**src/rtl/scan_chain_ctrl_pkg.sv**
```systemverilog
// Shared definitions for the scan chain sequencer: FSM state encodings and
// the state enum used by the controller and any bound checkers.
package scan_ctrl_pkg;

  localparam logic [2:0] ST_IDLE     = 3'd0;
  localparam logic [2:0] ST_SHIFT_IN = 3'd1;
  localparam logic [2:0] ST_CAPTURE  = 3'd2;
  localparam logic [2:0] ST_UNLOAD   = 3'd3;
  localparam logic [2:0] ST_FINISH   = 3'd4;

  typedef enum logic [2:0] {
    IDLE     = ST_IDLE,
    SHIFT_IN = ST_SHIFT_IN,
    CAPTURE  = ST_CAPTURE,
    UNLOAD   = ST_UNLOAD,
    FINISH   = ST_FINISH
  } scan_state_t;

endpackage

```
**src/rtl/scan_chain_ctrl_piso_sipo.sv**
```systemverilog
// Right-shifting register with parallel load; bit 0 is the serial output and
// i_sin enters at the MSB, so it serves both as PISO and as SIPO.
module scan_piso_sipo #(
  parameter int WIDTH = 32
) (
  input  logic             i_clk,
  input  logic             i_rst_n,
  input  logic             i_load,
  input  logic [WIDTH-1:0] i_load_val,
  input  logic             i_shift,
  input  logic             i_sin,
  output logic [WIDTH-1:0] o_par,
  output logic             o_sout
);

  logic [WIDTH-1:0] r_sh;

  always_ff @(posedge i_clk) begin
    if (!i_rst_n) begin
      r_sh <= '0;
    end else if (i_load) begin
      r_sh <= i_load_val;
    end else if (i_shift) begin
      r_sh <= {i_sin, r_sh[WIDTH-1:1]};
    end
  end

  assign o_par  = r_sh;
  assign o_sout = r_sh[0];

endmodule

```
**src/rtl/scan_chain_ctrl.sv**
```systemverilog
// Load / capture / unload sequencer for one mux-scan chain. Owns the chain's
// SE and SI nets and returns the unloaded chain contents on RESP.
module scan_chain_ctrl
  import scan_ctrl_pkg::*;
#(
  parameter int CHAIN_LEN  = 32,
  parameter int CAP_CYCLES = 1,
  parameter int CNT_W      = $clog2(CHAIN_LEN + CAP_CYCLES + 1)
) (
  input  logic                 CLK,
  input  logic                 RN,
  input  logic                 START,
  input  logic [CHAIN_LEN-1:0] PAT,
  input  logic                 SO,
  output logic                 SE,
  output logic                 SI,
  output logic                 BUSY,
  output logic                 DONE,
  output logic [CHAIN_LEN-1:0] RESP,
  output logic [2:0]           DBG_STATE
);

  // Request protocol: START is a level sampled only in IDLE; BUSY high means
  // the request is not taken. DONE marks the single cycle where RESP is new.
  scan_state_t          r_state;
  scan_state_t          w_next;
  logic [CNT_W-1:0]     r_cnt;
  logic                 r_se;
  logic [CHAIN_LEN-1:0] r_resp;

  logic                 w_accept;
  logic                 w_last_shift;
  logic                 w_last_cap;
  logic [CHAIN_LEN-1:0] w_pat_par;
  logic                 w_pat_sout;
  logic [CHAIN_LEN-1:0] w_resp_sh;
  logic                 w_resp_sout;
  logic                 w_unused;

  assign w_last_shift = (r_cnt == CNT_W'(CHAIN_LEN - 1));
  assign w_last_cap   = (r_cnt == CNT_W'(CAP_CYCLES - 1));

  always_comb begin
    w_next   = r_state;
    w_accept = 1'b0;
    case (r_state)
      IDLE: begin
        if (START) begin
          w_next   = SHIFT_IN;
          w_accept = 1'b1;
        end
      end
      SHIFT_IN: if (w_last_shift) w_next = CAPTURE;
      CAPTURE:  if (w_last_cap)   w_next = UNLOAD;
      UNLOAD:   if (w_last_shift) w_next = FINISH;
      FINISH:   w_next = IDLE;
      default:  w_next = IDLE;
    endcase
  end

  // SE is decoded from the next state so it lines up with the state register.
  always_ff @(posedge CLK) begin
    if (!RN) begin
      r_state <= IDLE;
      r_cnt   <= '0;
      r_se    <= 1'b0;
      r_resp  <= '0;
    end else begin
      r_state <= w_next;
      if ((w_next != r_state) || (r_state == IDLE)) begin
        r_cnt <= '0;
      end else begin
        r_cnt <= r_cnt + CNT_W'(1);
      end
      r_se <= (w_next == SHIFT_IN) || (w_next == UNLOAD);
      if ((r_state == UNLOAD) && (w_next == FINISH)) begin
        r_resp <= {SO, w_resp_sh[CHAIN_LEN-1:1]};
      end
    end
  end

  // Pattern register shifts zeros in behind the pattern, so SI settles to 0
  // once the last pattern bit has been sent.
  scan_piso_sipo #(.WIDTH(CHAIN_LEN)) u_pat (
    .i_clk      (CLK),
    .i_rst_n    (RN),
    .i_load     (w_accept),
    .i_load_val (PAT),
    .i_shift    (r_state == SHIFT_IN),
    .i_sin      (1'b0),
    .o_par      (w_pat_par),
    .o_sout     (w_pat_sout)
  );

  scan_piso_sipo #(.WIDTH(CHAIN_LEN)) u_resp (
    .i_clk      (CLK),
    .i_rst_n    (RN),
    .i_load     (w_accept),
    .i_load_val ({CHAIN_LEN{1'b0}}),
    .i_shift    (r_state == UNLOAD),
    .i_sin      (SO),
    .o_par      (w_resp_sh),
    .o_sout     (w_resp_sout)
  );

  // Bit 0 of the response shifter is always shifted out before RESP loads.
  assign w_unused = ^{w_pat_par, w_resp_sout, w_resp_sh[0]};

  assign SE        = r_se;
  assign SI        = w_pat_sout;
  assign BUSY      = (r_state != IDLE);
  assign DONE      = (r_state == FINISH);
  assign RESP      = r_resp;
  assign DBG_STATE = r_state;

endmodule

```
**config.mk**
```make
export PLATFORM = sky130hd
export DESIGN_NAME = scan_chain_ctrl
export DESIGN_NICKNAME = d
export VERILOG_FILES = /design/src/rtl/scan_chain_ctrl_pkg.sv /design/src/rtl/scan_chain_ctrl_piso_sipo.sv /design/src/rtl/scan_chain_ctrl.sv
export SDC_FILE = /design/constraint.sdc
export NUM_CORES = 1
export LEC_CHECK = 0
export ABC_AREA = 0
export CAP_MARGIN = 20
export CORE_UTILIZATION = 43
export DETAILED_ROUTE_END_ITERATION = 8
export PLACE_DENSITY = 0.67
export SYNTH_ARGS = -nofsm -noshare
export SYNTH_HDL_FRONTEND = slang
export SYNTH_SLANG_ARGS = --single-unit
```
**constraint.sdc**
```tcl
create_clock -name CLK -period 1.95 [get_ports CLK]
set_clock_uncertainty 0.2 [all_clocks]
set_input_delay 0.195 -clock CLK [delete_from_list [all_inputs] [get_ports CLK]]
set_output_delay 0.195 -clock CLK [all_outputs]
set_load 0.01 [all_outputs]
```
## Word level (Yosys, flattened, before mapping)

Index checks and enable logic that the tools add are counted.

- Add/subtract/negate cells: 1
- Reduce and logical (&&, ||, !) cells: 9
- Mux-type cells: 9
- Equal/unequal tests: 9
- Bitwise logic cells: 1

Operators by type and width:

| kind | count |
|---|---|
| 32-bit 2-to-1 mux | 2 |
| 3-bit 2-to-1 mux | 4 |
| 3-bit one-hot mux with 4 select lines | 1 |
| 3-bit by 2-bit == test with 1-bit output, second input constant | 3 |
| 6-bit by 1-bit adder with 6-bit output, second input constant | 1 |
| 3-bit by 1-bit == test with 1-bit output, second input constant | 2 |
| 3-bit == test, second input constant | 2 |
| 6-bit by 5-bit == test with 1-bit output, second input constant | 1 |
| 6-bit logical NOT | 1 |
| 2-bit OR reduction | 2 |
| 3-bit logical NOT | 1 |
| 3-bit != test | 1 |
| 3-bit nonzero test | 1 |
| 1-bit logical OR | 2 |
| 1-bit 2-to-1 mux | 2 |
| 2-bit nonzero test | 1 |
| 1-bit logical AND | 1 |
| 1-bit inverter | 1 |

- Bits of input ports: 36
- Output and inout bits: 39
- Logic and storage cells: 35
- Register bits: 106

## Logic depth before layout (Yosys ltp)

- Depth after elaboration: 6
- Mapped depth: 6
- Mapped depth without buffers: 4

## Hierarchy

Synthesis repeated with hierarchy kept, for this count alone.

- Cells, all modules: 482
- Area, all modules: 5410.2 um2

By module, submodules not included:

| module | cells an instance | instances | area an instance (um2) |
|---|---|---|---|
| scan_piso_sipo | 142 | 2 | 1785.5 |
| scan_chain_ctrl | 198 | 1 | 1839.3 |

## Worst setup path before layout

No wires, ideal clock.

- Path kind: reg2reg
- From: reg r_cnt[0]
- To: reg r_resp[10] (netlist: RESP[10])
- Slack: 0.173 ns
- Period minus slack after synthesis: 1.777 ns
- Library setup time: 0.072 ns
- Data arrival time: 1.505 ns
- Cell stages (with the launch flop): 6
- Path through: dfxtp_1 -> ha_1 -> nand4_4 -> nor3_4 -> buf_8 -> mux2i_1

- Cells in the longest elaborated chain, start to end: 5
- Elaborated cells on any way between the ends: 8
- Classes of those cells: 2 x eq/ne; 4 x mux; 2 x reduce/logical

RTL lines:

| what | line | source |
|---|---|---|
| start, declared | scan_chain_ctrl.sv:27 | `logic [CNT_W-1:0] r_cnt;` |
| start signal, assigned | scan_chain_ctrl.sv:73 | `r_cnt <= r_cnt + CNT_W'(1);` |
| 6-bit by 5-bit == test with 1-bit output or 6-bit logical NOT (tied branches) | scan_chain_ctrl.sv:40, scan_chain_ctrl.sv:41 |  |
| 3-bit 2-to-1 mux (on tied branches) | scan_chain_ctrl.sv:55, scan_chain_ctrl.sv:53, scan_chain_ctrl.sv:54 |  |
| 3-bit one-hot mux with 4 select lines (*) | scan_chain_ctrl.sv:46 | `case (r_state)` |
| 3-bit == test (*) | scan_chain_ctrl.sv:76 | `if ((r_state == UNLOAD) && (w_next == FINISH)) begin` |
| 1-bit logical AND (*) | scan_chain_ctrl.sv:76 |  |
| end signal, assigned | scan_chain_ctrl.sv:77 | `r_resp <= {SO, w_resp_sh[CHAIN_LEN-1:1]};` |
| end, declared | scan_chain_ctrl.sv:29 | `logic [CHAIN_LEN-1:0] r_resp;` |

Every way passes the cells marked *; elsewhere a longest branch is shown, timed or not.
A chain may end at the register's enable or synchronous reset.

## Worst setup path after layout

- From: reg r_state[0] (netlist: DBG_STATE[0])
- To: out DBG_STATE[0]

RTL lines:

| what | line | source |
|---|---|---|
| start, declared | scan_chain_ctrl.sv:25 | `scan_state_t r_state;` |
| start signal, assigned | scan_chain_ctrl.sv:69 | `r_state <= w_next;` |
| end, declared | scan_chain_ctrl.sv:20 | `output logic [2:0] DBG_STATE` |

No word-level cell between the ends.

==> results.cfg <==
[status]
status = complete, no violations

[setup_path]
cp.arrival_ns = 1.46
worstSetupEndpoint = DBG_STATE[0]
rrSetupSlack_ns = 0.13
cp_cell_sequence = buf_4, clkdlybuf4s50_1
startpoint_type = register
worstSetupEndpointType = primary output
crit_buf_inv = 2
critPathTopFamily = buffers and inverters
crit_type = reg2out
cp.depth = 2
crit_start = DBG_STATE[0]
crit_slowest_cell = clkdlybuf4s50_1
crit_path_max_fanout = 8
reg2reg_to = RESP[4]
rr_worst_depth = 5
crit_required_ns = 1.55
r2r_start = r_cnt[0]
cp_slowest_stage_delay_ns = 0.54

[timing]
hold_violations = 0
maxSlewViolCount = 0
setup_viol = 0
timing.fmax_ghz = 0.540
worstMarginPinSlew_ns = 0.430
min_period_ns = 1.85
min_period_over_period_pct = 94.9
grt_setup_unrepaired = false
max_slew_margin_pct = 71.2
setup_tns_ns = 0
whs_ns = 0.101

[clock_tree]
clkTransAtPathRegs_ns = 0.09
insertion_delay_ns = 0.35
cts.hold.buffers_added = 0
cts_htree_levels = 3
cts_tree = yes
clock_sinks = 105
clockBufferDepth = 2
ctsRootBufferMaster = clkbuf_8
numCtsBuffers = 9

[synth]
avgSynthCellArea_um2 = 8.94
synth-seq-area-share_pct = 49.0
synth_warnings = 0
ys_types = 41
synth_xor_area_share_pct = 0.612
synth_top_family_by_area = simple AND/OR/NAND/NOR gates
syn_inst = 480
synth_nets = 518
synth_edf_count = 0
synth_largest_area_cell = dfxtp_1
synth_top_cells_by_area = dfxtp_1, nand2_1, mux2i_1, a21boi_1, a22oi_1
yosys.area_share.simple_pct = 20.6
synth_compound_area_share_pct = 15.8
synth_area_mm2 = 0.00429
netlist.area_leader.share_pct = 49.0
async_flop_share_pct = 0
synth_seq_cells = 105
synthAdderAreaFrac_pct = 0.583
yosys-mux-area-fraction_pct = 7.46
synth_ff_type = dfxtp_1

[routing]
postRouteAntennaNets = 0
wire_per_inst_um = 12.9
drt_first_pass_iters = 4
first_iter_violations = 119
drc = 0
vias = 3452
routed_via_density = 5.09
drt-total-wl_mm = 8.72

[place]
numPortBuffers = 74
gp_congestion = 0.757
dp_cells = 663
dp_hpwl_mm = 5.66

[cells_and_area]
layout.nets = 579
finalNonFillerCells = 678
insertedDiodeCount = 0
final_cell_mix = nand2_1, dfxtp_1, clkdlybuf4s50_1
layout_commonest_cell = nand2_1
drive_gt1_share_pct = 7.89
area_growth_pct = 24.6

[run]
drv_cap = 0

[die]
die_height_um = 102
pin_count = 75
initial_utilization_pct = 44.1
dieArea_mm2 = 0.0104
core_area_mm2 = 0.00973
row_count = 36
die_x_um = 102

[global_routing]
grt-ovfl-total = 0
grt_pass1_wl_mm = 14.7
antenna_found_initial = 0
grtUsageTotal_pct = 17.6
grt_pass1_vias = 3268
grt_max_degree = 99

[power]
ir_drop_mv = 0.417
leakage_uw = 0.00176
power_density_mw_per_mm2 = 724

[hold_path]
min_path_cells = 4
hp-class = in2reg
==> tightest hold or removal path: cells and delay by family <==
kind / cells / cell delay (ns)
and+or+nand+nor: 3 / 0.28
buffers and inverters: 1 / 0.13
==> flip-flops by register name, indices dropped and copies added, names as in the netlist <==
name          count
r_cnt             6
SE                1
RESP             32
u_resp.o_par     31
DBG_STATE         3
u_pat.o_par      32
==> cells in the mapped netlist, drive strengths merged (3+ instances only) <==
cell type / instances
a22oi: 30
buf: 25
clkbuf: 16
dfxtp: 105
a21boi: 32
a21oi: 34
nand3: 35
mux2i: 32
nand2: 132
o21ai: 4
nor3: 5
or3: 3
inv: 4
==> final cells by class <==
class	instances	area [µm²]
inverter	4	15.0
multi-input combinational	330	1930
timing repair buffer	91	936
fill	912	4380
clock inverter	6	70.1
clock buffer	9	124
tap	133	166
sequential	105	2100
==> layer usage <==
layer	vias to the layer above	GRT usage [%]	routed length, µm
met3	10	2.80	288
met4	0	5.60	116
met5	-	0	0
met2	63	29.4	4070
met1	1620	23.3	4250
li1	1759	-	-
==> logic make-up after synthesis <==
family,Yosys count
AND/OR/NAND/NOR,190
buffers and inverters,45
flip-flops,105
XOR/XNOR,3
multiplexers,32
adder cells (fa/ha/maj),2
AO/OA/AOI/OAI,103
==> timing repair <==
item / CTS / global route
endpoints found under the setup margin: 3 / 0
resized for setup: 4 / 0
buffers inserted: 0 / 0
==> worst min-delay path by stage <==
stage	start	end	slack [ns]
2_1_floorplan	SO	u_resp.o_par[31]	0.13
6_report	RN	r_cnt[4]	0.10
5_1_grt	RN	DBG_STATE[1]	0.11
4_1_cts	RN	r_cnt[4]	0.08
3_5_place_dp	RESP[21]	RESP[21]	0.25
3_3_place_gp	u_resp.o_par[1]	u_resp.o_par[1]	0.24
==> per-stage QoR <==
stage / setup WS [ns] / power (µW) / cell area (µm²) / utilization, %
global route: 0.00533 / 4040 / 5350 / 55.0
floorplan: 0.173 / 2460 / 4290 / -
CTS: 0.0754 / 3920 / 5350 / 55.0
global placement: 0.0335 / 2600 / 5160 / 53.0
finish: 0.0991 / 3870 / 5350 / 55.0
detailed placement: -0.00851 / 2610 / 5160 / 53.0
==> power breakdown <==
part	switching (µW)	total, µW	internal [µW]	leakage [µW]
Clock	727	1320	591	0.0000875
Combinational	166	337	171	0.000817
Sequential	26.1	2220	2190	0.000852
Total	918	3870	2950	0.00176
(Power assumes the default switching activity.)
